### config.mk
export PLATFORM = sky130hd
export DESIGN_NAME = frame_config_ctrl
export DESIGN_NICKNAME = d
export VERILOG_FILES = /design/src/rtl/frame_config_ctrl.sv
export SDC_FILE = /design/constraint.sdc
export NUM_CORES = 1
export LEC_CHECK = 0
export ABC_AREA = 1
export BUFFER_PORTS_ARGS = -buffer_cell sky130_fd_sc_hd__buf_2
export CAP_MARGIN = 5
export CORE_MARGIN = 2
export CORE_UTILIZATION = 45
export DETAILED_ROUTE_END_ITERATION = 10
export PLACE_DENSITY = 0.71
export SYNTH_ARGS = -nofsm -noshare
export SYNTH_HDL_FRONTEND = slang
export SYNTH_SLANG_ARGS = --single-unit
### constraint.sdc
create_clock -name CLK -period 2.5 [get_ports CLK]
set_input_delay 0.375 -clock CLK [delete_from_list [all_inputs] [get_ports CLK]]
set_output_delay 0.375 -clock CLK [all_outputs]
set_load 0.1 [all_outputs]
### src/rtl/frame_config_ctrl.sv
// Column configuration controller: collects a header plus NumRows data words from a
// valid/ready stream into FrameData, then pulses the one-hot strobe for the addressed frame.
module frame_config_ctrl #(
    parameter int MaxFramesPerCol = 20,
    parameter int FrameBitsPerRow = 32,
    parameter int NumRows         = 4
) (
    input  logic                               CLK,
    input  logic                               RST,
    input  logic [31:0]                        s_data,
    input  logic                               s_valid,
    output logic                               s_ready,
    output logic [NumRows*FrameBitsPerRow-1:0] FrameData,
    output logic [MaxFramesPerCol-1:0]         FrameStrobe,
    output logic                               busy,
    output logic                               frame_done,
    output logic                               err,
    output logic [15:0]                        frames_written
);

    localparam int RowW = (NumRows > 1) ? $clog2(NumRows) : 1;

    typedef enum logic [1:0] {
        IDLE,
        DATA,
        DISCARD,
        STROBE
    } state_e;

    state_e                             state_q, state_d;
    logic [RowW-1:0]                    rowCnt_q, rowCnt_d;
    logic [4:0]                         frameAddr_q, frameAddr_d;
    logic                               err_q, err_d;
    logic [NumRows*FrameBitsPerRow-1:0] frameData_q, frameData_d;
    logic [15:0]                        framesWritten_q, framesWritten_d;

    logic accept;
    logic isHeader;
    logic addrOk;
    logic lastRow;

    // Ready is withheld while in reset so nothing is handshaken during that cycle.
    assign s_ready  = !RST && (state_q != STROBE);
    assign accept   = s_valid && s_ready;
    assign isHeader = (s_data[31:24] == 8'hFA);
    assign addrOk   = (32'(s_data[4:0]) < 32'(MaxFramesPerCol));
    assign lastRow  = (rowCnt_q == RowW'(NumRows - 1));

    always_ff @(posedge CLK) begin
        if (RST) begin
            state_q         <= IDLE;
            rowCnt_q        <= '0;
            frameAddr_q     <= '0;
            err_q           <= 1'b0;
            frameData_q     <= '0;
            framesWritten_q <= '0;
        end else begin
            state_q         <= state_d;
            rowCnt_q        <= rowCnt_d;
            frameAddr_q     <= frameAddr_d;
            err_q           <= err_d;
            frameData_q     <= frameData_d;
            framesWritten_q <= framesWritten_d;
        end
    end

    always_comb begin
        state_d         = state_q;
        rowCnt_d        = rowCnt_q;
        frameAddr_d     = frameAddr_q;
        err_d           = err_q;
        frameData_d     = frameData_q;
        framesWritten_d = framesWritten_q;

        unique case (state_q)
            IDLE: begin
                if (accept) begin
                    if (isHeader) begin
                        frameAddr_d = s_data[4:0];
                        rowCnt_d    = '0;
                        if (addrOk) begin
                            state_d = DATA;
                        end else begin
                            err_d   = 1'b1;
                            state_d = DISCARD;
                        end
                    end else begin
                        err_d = 1'b1;
                    end
                end
            end
            DATA: begin
                if (accept) begin
                    frameData_d[int'(rowCnt_q)*FrameBitsPerRow +: FrameBitsPerRow] =
                        s_data[FrameBitsPerRow-1:0];
                    if (lastRow) begin
                        rowCnt_d = '0;
                        state_d  = STROBE;
                    end else begin
                        rowCnt_d = rowCnt_q + 1'b1;
                    end
                end
            end
            // An out-of-range header still owns its payload words; swallow them.
            DISCARD: begin
                if (accept) begin
                    if (lastRow) begin
                        rowCnt_d = '0;
                        state_d  = IDLE;
                    end else begin
                        rowCnt_d = rowCnt_q + 1'b1;
                    end
                end
            end
            STROBE: begin
                framesWritten_d = framesWritten_q + 16'd1;
                state_d         = IDLE;
            end
            default: state_d = IDLE;
        endcase
    end

    always_comb begin
        FrameStrobe = '0;
        if (state_q == STROBE) begin
            for (int i = 0; i < MaxFramesPerCol; i++) begin
                FrameStrobe[i] = (frameAddr_q == 5'(i));
            end
        end
    end

    assign frame_done     = (state_q == STROBE);
    assign busy           = (state_q != IDLE);
    assign err            = err_q;
    assign FrameData      = frameData_q;
    assign frames_written = framesWritten_q;

endmodule
==> flow_metrics.py <==
metrics = {
    "outcome": {
        "status": "finished clean",
    },
    "setup_path": {
        "cp.arrival_ns": 2.07,
        "cp.depth": 4,
        "reg2reg_from": "rowCnt_q[1]$_SDFFE_PP0P_",
        "crit_path_max_incr_delay_ns": 0.43,
        "r2r_cells": 8,
        "path_buf_inv": 1,
        "cp_top_family": "simple AND/OR/NAND/NOR gates",
        "r2r_end": "FrameData[36]$_SDFFE_PP0P_",
        "critPathKind": "reg -> out",
        "cp-start-kind": "flop",
        "cpMaxStageDelayCell": "dfxtp_1",
        "path_max_fanout": 10,
        "rrSetupSlack_ns": 0.37,
        "required_ns": 2.12,
        "cp-end-kind": "output port",
        "crit_chain": "ha_4 > nand3_1 > nor3_4 > buf_4",
    },
    "pwr": {
        "power_leakage_nw": 3.66,
        "p_clk_share_pct": 52.5,
        "pwr-share-comb_pct": 3.2,
        "swShare_pct": 21.0,
        "vdd_drop_max_mv": 0.509,
        "p_per_area_nw_per_um2": 600,
        "p_switching_mw": 1.17,
        "power.total_mw": 5.55,
        "seqPwrFrac_pct": 44.3,
        "p_int_mw": 4.38,
    },
    "sta": {
        "clock_skew_ns": 0.00701,
        "relSlewSlack_pct": 50.8,
        "finalHoldViolCount": 0,
        "tightest_slew_ns": 0.738,
        "period_needed_ns": 2.44,
        "fin_crit_sh_pct": 97.6,
        "fmax_ghz": 0.410,
        "slew_viol_final": 0,
        "rsz0062_at_grt": "true",
        "setup_violations": 0,
    },
    "global_routing": {
        "antenna_found_initial": 0,
        "grtUsageTotal_pct": 26.0,
        "grt_overflow": 0,
        "grt_pass1_vias": 6622,
        "grt_pass1_wl_um": 34500,
        "grt_max_degree": 76,
    },
    "logic_synthesis": {
        "avgSynthCellArea_um2": 7.13,
        "synth_cells": 999,
        "seq_area_frac_synth_pct": 43.3,
        "synth_edf_count": 0,
        "synth_area_um2": 7120,
        "synth-seq-cells": 154,
        "synthFlopType": "dfxtp_1",
        "ys_types": 26,
        "async_reset_ff_share_pct": 0,
        "yosys_warnings": 0,
        "synth_fp_nets": 1046,
    },
    "clock_network": {
        "cts.clk_slew.worst_paths_ns": 0.06,
        "htree_num_levels": 4,
        "cts_tree": "done",
        "cts.sinks": 154,
        "clk_path_buf_depth": 2,
        "cts_root_buf": "clkbuf_16",
        "cts_buffers": 17,
        "insertion_delay_ns": 0.42,
        "post-cts-setup-buffers": 0,
    },
    "hold_path": {
        "min_from": "s_data[29]",
        "hold_depth": 3,
        "min_to": "FrameData[29]$_SDFFE_PP0P_",
        "hp-class": "in -> reg",
    },
    "layout": {
        "layout.cells.non_filler": 1382,
        "diodes": 0,
        "area_growth_pct": 29.9,
        "final_layout_size_suffix_gt1_share_pct": 25.4,
        "num-nets-final": 1207,
        "final_util_pct": 60.4,
    },
    "floorplanning": {
        "io_pins": 203,
        "initial_core_util_pct": 46.5,
        "die_h_um": 130,
        "fp.dieW_um": 130,
        "core-area_um2": 15300,
        "die-area_um2": 16800,
        "rows": 45,
    },
    "placement": {
        "io_buffer_count": 202,
        "place.gp.congestion": 0.885,
        "dp_hpwl_um": 15600,
        "placed_cells": 1352,
    },
    "route": {
        "dr_total_vias": 7504,
        "drc": 0,
        "drt-wirelength-per-cell_um": 16.2,
        "postRouteAntennaNets": 0,
        "routed_wl_um": 22400,
        "drt_first_pass_iters": 5,
        "viasPerCell": 5.43,
        "drtIter0Drc": 867,
    },
    "run": {
        "maxCapViolCount": 0,
    },
}
## timing repair
| action | in CTS | in global routing |
|---|---|---|
| hold buffers | 0 | 0 |
| gates cloned | 0 | 0 |
| resized for setup | 4 | 8 |
| setup endpoints to repair | 20 | 17 |
## routing by layer
metal  up-vias  share of wire [%]  track usage (%)
met5         -                  0                0
met4         0                2.1             7.97
met3        43                8.6             6.56
met2       338                 45             39.9
met1      3491                 44             36.3
li1       3632                  -                -
## cell families (layout without fill, tap and decap cells)
logic type	count (synthesis)	count (layout)	share of synthesized area, %
buffers and inverters	115	287	8.36
adder cells (fa/ha/maj)	12	12	2.11
XOR/XNOR	1	1	0.123
AO/OA/AOI/OAI	156	156	11.0
AND/OR/NAND/NOR	561	561	35.1
flip-flops	154	154	43.3
## power groups by stage
stage	Combinational, mW	Sequential [mW]	Clock [mW]
finish	0.177	2.46	2.91
global route	0.186	2.46	3.04
CTS	0.173	2.46	2.94
detailed placement	0.173	2.51	0
global placement	0.174	2.51	0
floorplan	0.0761	2.52	0
## tightest hold or removal path, delay by kind of cell
| family | cells | cell delay (ns) |
|---|---|---|
| compound gates | 1 | 0.06 |
| buf+inv | 1 | 0.12 |
| simple gates | 1 | 0.08 |
## placed cells by master (no fill, tap or decap), types with 2 or more instances in the layout
cell type     n
nor2_8        2
nand3_1     129
nand2_1     204
clkinvlp_4    2
dfxtp_1     154
clkinv_2      2
nand3b_1      2
inv_1        31
bufinv_16     6
buf_2       181
nor3_1       12
buf_12       17
a21oi_1     144
nand4_1      35
nor2_4       17
clkinv_4      2
o21ai_0      10
nand3_4       2
nor2_1      139
nand3_2      12
buf_4        27
ha_1         11
clkbuf_16    17
nor3_4        5
## worst max path at each step
stage | startpoint | to | slack [ns]
6_report | state_q[0]$_SDFFE_PP0P_ | FrameStrobe[16] | 0.06
5_1_grt | state_q[0]$_SDFFE_PP0P_ | FrameStrobe[12] | -0.04
4_1_cts | state_q[0]$_SDFFE_PP0P_ | FrameStrobe[10] | -0.11
3_5_place_dp | state_q[0]$_SDFFE_PP0P_ | FrameStrobe[10] | 0.36
3_3_place_gp | state_q[0]$_SDFFE_PP0P_ | FrameStrobe[6] | 0.40
2_1_floorplan | state_q[0]$_SDFFE_PP0P_ | FrameStrobe[16] | 0.004
## sequential cells by signal, indices dropped and copies added, names as in the netlist
register and cells:
FrameData 128, rowCnt_q 2, frameAddr_q 5, state_q 2
err 1, frames_written 16
## through the flow
stage          TNS [ns]  hold WS [ns]  area, um^2  setup WS, ns
2_1_floorplan         0         0.479        7300       0.00406
3_3_place_gp          0         0.445        8530         0.403
3_5_place_dp          0         0.451        8530         0.360
4_1_cts           -1.41         0.244        9200        -0.106
5_1_grt          -0.270         0.269        9250       -0.0418
6_report              0         0.255        9250        0.0594
## synthesized netlist by cell type, types with 2 or more instances
cell type	number	area (um^2)
o21ai_0	10	50.1
clkbuf_1	34	128
buf_6	13	146
dfxtp_1	154	3080
nand2_1	204	766
nand3_1	133	666
buf_2	31	155
nor2_8	2	40.0
nand4_1	35	219
nand3_2	10	100
nor2_1	156	586
a21oi_1	144	721
ha_1	12	150
nor3_1	16	80.1
nand3b_1	2	15.0
inv_1	31	116
buf_1	3	11.3
## cell type report
cell class                      instances  area [um^2]
Clock inverter                         12          223
Clock buffer                           18          439
Fill cell                            1444         6070
Multi-Input combinational cell        730         3670
Tap cell                              211          264
Inverter                               32          120
Timing Repair Buffer                  225         1450
Sequential cell                       154         3080
Note: power is estimated with default switching activity, not from simulation.
